$ cat config.mk
export PLATFORM = sky130hd
export DESIGN_NAME = bcd_to_bin_seq
export DESIGN_NICKNAME = d
export VERILOG_FILES = /design/src/rtl/bcd_to_bin_seq.sv
export SDC_FILE = /design/constraint.sdc
export NUM_CORES = 1
export LEC_CHECK = 0
export CORE_AREA = 2 2 65 67
export CTS_CLUSTER_SIZE = 14
export DETAILED_ROUTE_END_ITERATION = 8
export DIE_AREA = 0 0 67 69
export PLACE_DENSITY_LB_ADDON = 0.08
export SYNTH_ARGS = -nofsm -noshare
export SYNTH_HDL_FRONTEND = slang
export SYNTH_SLANG_ARGS = --single-unit
$ cat constraint.sdc
create_clock -name Clock -period 1.4 [get_ports Clock]
set_clock_uncertainty 0.05 [all_clocks]
set_input_delay 0.28 -clock Clock [delete_from_list [all_inputs] [get_ports Clock]]
set_output_delay 0.28 -clock Clock [all_outputs]
set_load 0.01 [all_outputs]
$ cat src/rtl/bcd_to_bin_seq.sv
// BcdToBinSeq: serial packed-BCD to binary converter using reverse double-dabble.
// A captured BCD word is shifted right into a binary field one bit per cycle.
// After each shift, every BCD nibble that reads 8 or more has 3 subtracted from it.
// After BW shifts the binary field holds the result and the BCD field has drained to zero.
module bcd_to_bin_seq #(
  parameter int DIGITS = 3,
  parameter int BW     = 10
) (
  input  logic                  Clock,
  input  logic                  Reset,
  input  logic                  Start,
  input  logic [4*DIGITS-1:0]   BCD,
  output logic [BW-1:0]         Bin,
  output logic                  Busy,
  output logic                  Done,
  output logic                  Err
);

  localparam int SW = 4*DIGITS + BW;
  localparam int CW = $clog2(BW + 1);

  typedef enum logic [1:0] {
    IDLE = 2'd0,
    CONV = 2'd1,
    DONE = 2'd2
  } state_t;

  state_t        state_q, state_d;
  logic [SW-1:0] shift_q, shift_d;
  logic [CW-1:0] count_q, count_d;
  logic [BW-1:0] bin_q, bin_d;
  logic          err_q, err_d;

  logic          anyBad;
  logic [SW-1:0] shifted;
  logic [SW-1:0] corrected;

  // Flag an incoming word that holds any digit above 9; such words bypass conversion.
  always_comb begin
    anyBad = 1'b0;
    for (int k = 0; k < DIGITS; k++) begin
      if (BCD[4*k +: 4] > 4'd9) begin
        anyBad = 1'b1;
      end
    end
  end

  // One reverse double-dabble step: shift right, then pull every nibble at 8 or above down by 3.
  // The subtraction cannot underflow because it only touches nibbles that are at least 8.
  always_comb begin
    shifted   = shift_q >> 1;
    corrected = shifted;
    for (int k = 0; k < DIGITS; k++) begin
      if (shifted[BW + 4*k +: 4] >= 4'd8) begin
        corrected[BW + 4*k +: 4] = shifted[BW + 4*k +: 4] - 4'd3;
      end
    end
  end

  // Next-state logic; DONE accepts a new Start exactly like IDLE so back-to-back words lose no cycle.
  always_comb begin
    state_d = state_q;
    shift_d = shift_q;
    count_d = count_q;
    bin_d   = bin_q;
    err_d   = err_q;
    case (state_q)
      IDLE, DONE: begin
        if (Start) begin
          shift_d = {BCD, {BW{1'b0}}};
          count_d = '0;
          if (anyBad) begin
            bin_d   = '0;
            err_d   = 1'b1;
            state_d = DONE;
          end else begin
            state_d = CONV;
          end
        end else begin
          state_d = IDLE;
        end
      end
      CONV: begin
        shift_d = corrected;
        count_d = count_q + CW'(1);
        if (count_q == CW'(BW - 1)) begin
          bin_d   = corrected[BW-1:0];
          err_d   = 1'b0;
          state_d = DONE;
        end
      end
      default: begin
        state_d = IDLE;
      end
    endcase
  end

  // State and datapath registers; reset clears everything at once, aborting any conversion.
  always_ff @(posedge Clock or posedge Reset) begin
    if (Reset) begin
      state_q <= IDLE;
      shift_q <= '0;
      count_q <= '0;
      bin_q   <= '0;
      err_q   <= 1'b0;
    end else begin
      state_q <= state_d;
      shift_q <= shift_d;
      count_q <= count_d;
      bin_q   <= bin_d;
      err_q   <= err_d;
    end
  end

  assign Bin  = bin_q;
  assign Err  = err_q;
  assign Busy = (state_q == CONV);
  assign Done = (state_q == DONE);

endmodule

==> flow_summary.toml <==
[sta]
hold_viol = 0
finalCriticalPeriod_ns = 1.375
fmax_mhz = 727.4
rsz0062_at_grt = "yes"
relSlewSlack = 0.7980
fin_tns_setup_ns = 0
setup_viol = 0
period_share = 0.9820
tightest_slew_ns = 0.3010
finalMaxSlewViolations = 0

[clock_network]
path_clk_slew_ns = 0.07
cts_buffer_depth = 2
cts_sinks = 38
ctsRootBufferMaster = "clkbuf_8"
clk_latency_ns = 0.28
cts_buffers = 5
htree_levels = 2
tritoncts = "built"

[routing]
drtIter0Drc = 104
first_pass_iters = 4
drcViolationCount = 0
route.detailed.wl_per_inst_um = 14.84
finalWirelength_mm = 3.917
via_count = 1453
routed_via_density = 5.504
final_antenna_net_count = 0

[die]
start_util = 0.4504
rows = 23
die_x_um = 67
core-area_um2 = 3914
fp.dieH_um = 69
die-area_um2 = 4623
pin_count = 28

[setup_path]
rr_endpoint = "Bin[9]"
r2r-start = "state_q[0]"
cpPeakStageDelay_ns = 0.41
critical_path.slowest_cell = "dfrtp_1"
worstPathRequired_ns = 1.07
cp.arrival_ns = 1.04
crit_type = "reg -> out"
worstPathMaxFanout = 3
critPathLaunchType = "flop"
worst-path-buf-inv = 2
cp_cell_sequence = "nand2b_4 > inv_2 > buf_2"
endpoint_kind = "primary output"
worstRegToRegCells = 5
startpoint = "state_q[1]"
crit_family = "flip-flops"
reg2reg_slack_ns = 0.04

[grt]
overflow = 0
antenna_found_initial = 0
track_usage = 0.1889
grt_pass1_wl_mm = 6.755
grt_max_degree = 39
grt_pass1_vias = 1456

[logic_synthesis]
synth_simple_gate_area_share = 0.1370
synth_compound_area_frac = 0.2023
synth_cell_types = 32
synth_mux_area_frac = 0.005678
synth_cells = 170
synth_nets = 191
synthAdderAreaFrac = 0.04258
avgSynthCellArea_um2 = 10.37
synth-xor-area-share = 0.01987
ys_ff_latch = 38
yosysWarnings = 0
synth_top_family_by_area = "compound AO/OA/AOI/OAI gates"
synth_area_um2 = 1763
synth_seq_area_share = 0.5394

[min_path]
hold_path_class = "in -> async"

[flow_run]
cap_violations = 0

[run_status]
run_status = "finished clean"

[placement]
gp_congestion = 0.7501
portBuffers = 27
hpwl_mm = 2.680
dp_cells = 254

[power]
p_total_w = 0.003513
ir_drop_mv = 0.9807
leakage_nw = 1.125
power.density_nw_per_um2 = 1489

[cells_and_area]
nNetsFinal = 234
drive_gt1_frac = 0.1776
area_delta_synth_final_pct = 33.85
antenna_cells = 0
final_cells = 264
-- through the flow --
step	setup slack, ns	hold WS (ns)	area, µm²	util
global placement	-0.3043	0.4267	2208	0.5643
finish	0.02515	0.3051	2360	0.6029
detailed placement	-0.2935	0.4250	2208	0.5643
CTS	-0.05547	0.3132	2318	0.5924
global route	-0.02787	0.3514	2360	0.6029
floorplan	0.08629	0.3581	1763	-
-- cells in the mapped netlist --
cell type / count / share of area
o22ai_1: 2 / 0.0071
nor2b_1: 4 / 0.014
buf_2: 6 / 0.017
nand3b_1: 2 / 0.0085
nand3_1: 17 / 0.048
o211a_1: 2 / 0.011
inv_2: 1 / 0.0021
buf_4: 2 / 0.0085
o21ai_0: 26 / 0.074
nand2b_1: 3 / 0.011
a21o_1: 1 / 0.0043
and3b_1: 1 / 0.0050
a31oi_1: 3 / 0.011
buf_1: 1 / 0.0021
dfrtp_1: 38 / 0.54
clkbuf_1: 2 / 0.0043
nand4_1: 3 / 0.011
a21oi_1: 1 / 0.0028
mux2i_1: 1 / 0.0057
a221o_1: 2 / 0.011
a22oi_1: 3 / 0.013
inv_1: 6 / 0.013
nand2_1: 13 / 0.028
nor2_2: 1 / 0.0036
buf_6: 1 / 0.0064
o211ai_1: 2 / 0.0085
o2bb2ai_1: 1 / 0.0050
xnor2_1: 4 / 0.020
nor2_1: 4 / 0.0085
a22o_1: 10 / 0.050
a311oi_1: 1 / 0.0050
ha_1: 6 / 0.043
-- power by group --
group	internal [W]	total (W)	switching (W)
combinational	0.000539	0.00106	0.000520
clock	0.000533	0.000889	0.000356
sequential	0.00132	0.00157	0.000245
-- layer usage --
layer	vias up	routed length, µm	track usage	share of wire
met2	17	2059	0.3113	0.53
met4	0	14	0.05215	0.0036
li1	700	-	-	-
met5	-	0	0	0
met1	734	1740	0.2473	0.44
met3	2	103	0.04078	0.026
-- registers in the layout, summed over array words and instances (netlist names) --
name,count
count_q,4
Bin,10
shift_q,21
state_q,2
Err,1
-- worst register-to-register path, cell delays in order (launching register included) --
cell and delay (ns):
dfrtp_2 0.45, buf_4 0.16, nand2b_4 0.14, a31oi_2 0.18, buf_4 0.18, o21ai_0 0.09
-- worst max-delay path by stage --
| stage | endpoint | slack, ns | cells after the start |
|---|---|---|---|
| after floorplan | Bin[0] | 0.09 | 6 |
| after global placement | Err | -0.30 | 5 |
| after detailed placement | Bin[4] | -0.29 | 5 |
| after CTS | Busy | -0.06 | 3 |
| after global routing | Bin[4] | -0.03 | 5 |
| final | Busy | 0.03 | 3 |
-- kinds of logic after synthesis --
family	after synthesis
xor+xnor	4
fa+ha+maj	6
buf+inv	19
compound gates	54
simple gates	48
mux	1
flops	38
-- cell type report --
class | instances | area (µm²)
Timing Repair Buffer | 48 | 456.7
Multi-Input combinational cell | 113 | 755.7
Tap cell | 50 | 62.56
Fill cell | 359 | 1554
Inverter | 7 | 26.28
Sequential cell | 38 | 952.2
Clock buffer | 7 | 76.32
Clock inverter | 1 | 30.03
-- cells in the final DEF, fill, tap and decap left out, types with 2 or more instances in the layout --
cell type | Yosys | layout
dfrtp_1 | 38 | 37
o21ai_0 | 26 | 22
nand3_1 | 17 | 17
buf_4 | 2 | 15
clkdlybuf4s50_1 | 0 | 14
nand2_1 | 13 | 13
dlygate4sd2_1 | 0 | 11
a22o_1 | 10 | 10
inv_1 | 6 | 6
ha_1 | 6 | 6
clkbuf_8 | 0 | 5
xnor2_1 | 4 | 4
nor2_1 | 4 | 4
o21ai_1 | 0 | 4
a22oi_1 | 3 | 3
nand4_1 | 3 | 3
buf_12 | 0 | 3
nand2b_4 | 0 | 2
a221o_1 | 2 | 2
o211a_1 | 2 | 2
a31oi_1 | 3 | 2
nor2b_1 | 4 | 2
o211ai_1 | 2 | 2
o22ai_1 | 2 | 2
nand3b_1 | 2 | 2
clkbuf_1 | 2 | 2
buf_2 | 6 | 2
buf_6 | 1 | 2
-- timing repair --
action                                  in CTS  in global routing
cloned                                       0                  1
hold buffers                                 0                  0
endpoints found under the setup margin      30                 32
gates resized for setup                     20                 18
buffers inserted                             0                  1
No activity file was read; power rests on OpenSTA's default activity.
